## src/rtl/flag_writeback_stage.sv

```systemverilog
// Flag writeback stage: resolves the condition field against CPSR,
// commits NZCV and presents a one-entry register-file write.
module flag_writeback_stage #(
    parameter int DATA_WIDTH     = 4,
    parameter int REG_ADDR_WIDTH = 4
) (
    input  logic                      clk,
    input  logic                      rst_n,
    input  logic                      in_valid,
    output logic                      in_ready,
    input  logic [3:0]                in_cond,
    input  logic [3:0]                in_opcode,
    input  logic                      in_s,
    input  logic [REG_ADDR_WIDTH-1:0] in_rd,
    input  logic [DATA_WIDTH-1:0]     in_result,
    input  logic [3:0]                in_nzcv,
    output logic                      out_valid,
    input  logic                      out_ready,
    output logic                      out_we,
    output logic [REG_ADDR_WIDTH-1:0] out_rd,
    output logic [DATA_WIDTH-1:0]     out_data,
    output logic                      out_cond_pass,
    output logic [3:0]                cpsr_nzcv,
    output logic                      cpsr_c
);

    typedef enum logic {
        EMPTY = 1'b0,
        FULL  = 1'b1
    } state_t;

    state_t state;

    logic n, z, c, v;
    logic pass;
    logic test_class;
    logic accept;
    logic drain;

    assign {n, z, c, v} = cpsr_nzcv;
    assign cpsr_c       = cpsr_nzcv[1];
    assign out_valid    = (state == FULL);
    assign in_ready     = !out_valid || out_ready;
    assign accept       = in_valid && in_ready;
    assign drain        = out_valid && out_ready;
    assign test_class   = (in_opcode >= 4'b1000) &&
                          (in_opcode <= 4'b1011);

    // Evaluate the condition field against the committed flags
    always_comb begin
        pass = 1'b0;
        unique case (in_cond)
            4'b0000: pass = z;
            4'b0001: pass = !z;
            4'b0010: pass = c;
            4'b0011: pass = !c;
            4'b0100: pass = n;
            4'b0101: pass = !n;
            4'b0110: pass = v;
            4'b0111: pass = !v;
            4'b1000: pass = c && !z;
            4'b1001: pass = !c || z;
            4'b1010: pass = (n == v);
            4'b1011: pass = (n != v);
            4'b1100: pass = !z && (n == v);
            4'b1101: pass = z || (n != v);
            4'b1110: pass = 1'b1;
            4'b1111: pass = 1'b0;
            default: pass = 1'b0;
        endcase
    end

    // Output register, occupancy state and CPSR commit
    always_ff @(posedge clk or negedge rst_n) begin
        if (!rst_n) begin
            state         <= EMPTY;
            out_we        <= 1'b0;
            out_rd        <= '0;
            out_data      <= '0;
            out_cond_pass <= 1'b0;
            cpsr_nzcv     <= 4'b0000;
        end else if (accept) begin
            state         <= FULL;
            out_we        <= pass && !test_class;
            out_rd        <= in_rd;
            out_data      <= in_result;
            out_cond_pass <= pass;
            if (pass && (in_s || test_class)) begin
                cpsr_nzcv <= in_nzcv;
            end
        end else if (drain) begin
            state <= EMPTY;
        end
    end

endmodule

```

## config.mk

```make
export PLATFORM = sky130hd
export DESIGN_NAME = flag_writeback_stage
export DESIGN_NICKNAME = d
export VERILOG_FILES = /design/src/rtl/flag_writeback_stage.sv
export SDC_FILE = /design/constraint.sdc
export NUM_CORES = 1
export LEC_CHECK = 0
export BUFFER_PORTS_ARGS = -buffer_cell sky130_fd_sc_hd__buf_2
export CAP_MARGIN = 5
export CORE_MARGIN = 2
export CORE_UTILIZATION = 31
export DETAILED_ROUTE_END_ITERATION = 12
export PLACE_DENSITY_LB_ADDON = 0.1
export RECOVER_POWER = 100
export SYNTH_ARGS = -nofsm -noshare
export SYNTH_HDL_FRONTEND = slang
export SYNTH_SLANG_ARGS = --single-unit
```

## constraint.sdc

```tcl
create_clock -name clk -period 5.09 [get_ports clk]
set_input_delay 1.018 -clock clk [delete_from_list [all_inputs] [get_ports clk]]
set_output_delay 1.018 -clock clk [all_outputs]
set_load 0.05 [all_outputs]
```

==> results.ini <==
[worst_setup_path]
critical_path_buf_inv_count=2
reg2reg_depth=5
startpoint_type=input pin
critPathKind=in -> out
slowest_delay_ns=0.47
cp_max_fo=3
cp_slowest_cell=clkbuf_1
cp-end-kind=output pin
crit_chain=buf_2, nand2b_1, clkbuf_1
cp_data_arrival_time_ns=1.69
path_delay_family=buffers and inverters
required_ns=4.07
cp.depth=3

[logic_synthesis]
yosysTopAreaCell=dfrtp_1
yosys-top-cells-count=15 x dfrtp_1, 6 x mux2_1, 5 x mux2_2, 5 x nand2_1, 3 x nor2b_1
syn_area_per_cell_sq_um=12.28
ys_ff_latch=15
synth_top_area_share_pct=44.31
synth_seq_area_share_pct=44.31
synth_cell_types=35
netlist_top_cells_area=dfrtp_1 44%, mux2_1 8.0%, mux2_2 6.6%, a2111oi_4 3.2%, buf_6 2.7%
async_flop_share_pct=100.0
synthMostInstantiatedCell=dfrtp_1
syn-cell-area_sq_um=847.1
synthFlopType=dfrtp_1
ys_warn_count=0
synthCells=69
synth_edf_count=0
synthesis.nets=94

[placed_design]
post_dp_cell_area_sq_um=1046
port_buffers=39
place.detailed.hpwl_um=1335
pre_cts_ws_ns=2.426
place_congestion=0.6309

[floorplanning]
rows=18
ios=42
die_x_um=56.27
start_util_pct=33.58
core_area_sq_um=2522
die-area_sq_um=3166
die_h_um=56.27

[clocking]
h-tree-depth=1
post_cts_buffers=0
root_buffer=clkbuf_4
cts_resized=0
cts_hold_buf=0
clock_latency_ns=0.28
cts_tree=built
clockBufferDepth=2
cts.clk_slew.worst_paths_ns=0.08
cts_buffers=3
cts.sinks=15

[drt]
drtIter0Drc=11
ant_nets=0
routed_wl_um=1709
route.detailed.drc=0
drt_pass1_iterations=3
via_per_inst=4.877
wire_per_inst_um=12.38
via_count=673

[sta]
final_max_slew_viol_count=0
period_share_pct=53.23
fin_crit_ns=2.710
rsz0062_at_grt=false
clock_skew_ns=0.001447
setup_slack_ns=2.380
worstMarginPinSlew_ns=0.7789
fmax_mhz=369.1
final-hold-violation-count=0
finalSetupViolations=0
tns_ns=0
maxSlewHeadroom_pct=48.08

[power_and_ir_drop]
clock_power_share_pct=12.8
swShare_pct=50.58
seq_power_share_pct=35.2
pwr-share-comb_pct=52.0
ir_worst_vdd_mv=0.2599
switchingPower_uw=260.1
intPower_uw=254.2
powerDensity_nw_per_um2=497.6
p_leak_nw=0.4496

[cells_and_area]
register_area_sq_um=375.4
fin_nets=134
multiInputGateArea_sq_um=419.2
drive_above_1_share_pct=31.48
finalInstanceArea_sq_um=1033
fin_util_pct=40.97
areaGrowthSynthToFinish_pct=22.01
num-fill-cells=278
diodes=0

[run_status]
status=completed

[global_routing]
grt_max_degree=16
grt_pass1_wl_um=3022
grt_overflow=0
grt.total_usage_pct=12.16
first_global_vias=714
antenna_found_initial=0

[flow_run]
drv_cap=0

[min_path]
hp-class=reg -> reg
hold_path_depth=2

## per-stage QoR
stage          instances  total power, mW  hold slack (ns)
6_report             138           0.5143           0.4816
5_1_grt              138           0.5438           0.5133
4_1_cts              138           0.5386           0.4829
3_5_place_dp         134           0.4701           0.4667
3_3_place_gp         134           0.4668           0.4549
2_1_floorplan         69           0.4091           0.7224
## routing by layer
layer  GRT usage, %  wire length [um]  up-vias
met2          20.17               778       27
met4          3.401                13        0
met5              0                 0        -
met3          5.300               149        2
li1               -                 -      330
met1          14.27               766      314
## tightest hold or removal path: cells and delay by family, from the launching register on
kind            cells  cell delay (ns)
compound gates      1             0.04
flops               1             0.35
simple gates        1             0.06
## placed cells by master, fill, tap and decap left out, types with 2 or more instances in the layout
cell type,netlist,routed
nor2_1,2,2
clkbuf_1,0,20
mux2i_1,2,2
nor2b_1,3,3
mux2_2,5,5
buf_2,0,20
xnor2_1,2,2
nand2_1,5,5
clkbuf_4,0,3
mux2_1,6,6
nand2b_1,2,2
dfrtp_1,15,15
## kinds of logic (layout without fill, tap and decap cells)
group / Yosys count / after routing / share of synthesized area, %
and+or+nand+nor: 24 / 24 / 18.91
DFF: 15 / 15 / 44.31
AOI/OAI and AO/OA: 10 / 10 / 13.30
muxes: 13 / 13 / 16.99
xor gates and xnor gates: 2 / 2 / 2.068
buffers and inverters: 5 / 44 / 4.431
## power by group through the flow
stage                     clock network [mW]  registers, mW  logic [mW]
after CTS                             0.0701          0.183       0.286
after detailed placement                   0          0.185       0.285
after global placement                     0          0.183       0.284
after floorplan                            0          0.290       0.119
final                                 0.0659          0.181       0.267
after global routing                  0.0741          0.187       0.283
## worst paths after layout
check / from / to / slack (ns)
worst min register to register: out_we$_DFFE_PN0P_ / out_we$_DFFE_PN0P_ / 0.48
max in group asynchronous: rst_n / cpsr_nzcv[1]$_DFFE_PN0P_ / 3.82
worst max register to register: cpsr_nzcv[3]$_DFFE_PN0P_ / cpsr_nzcv[3]$_DFFE_PN0P_ / 2.98
worst max-delay path: out_ready / in_ready / 2.38
worst min-delay path: out_we$_DFFE_PN0P_ / out_we$_DFFE_PN0P_ / 0.48
min in group asynchronous: rst_n / out_valid$_DFFE_PN0P_ / 0.78
## area by class of cell
type | count | area share [%]
Clock buffer | 4 | 2.542
Inverter | 1 | 0.3632
Multi-Input combinational cell | 49 | 40.56
Sequential cell | 15 | 36.32
Tap cell | 30 | 3.632
Timing Repair Buffer | 39 | 16.59
## sequential cells by signal, summed over array words and instances, names as in the netlist
| signal | count |
|---|---|
| out_data | 4 |
| out_we | 1 |
| out_valid | 1 |
| out_rd | 4 |
| cpsr_nzcv | 4 |
| out_cond_pass | 1 |
No activity file was read; power rests on OpenSTA's default activity.
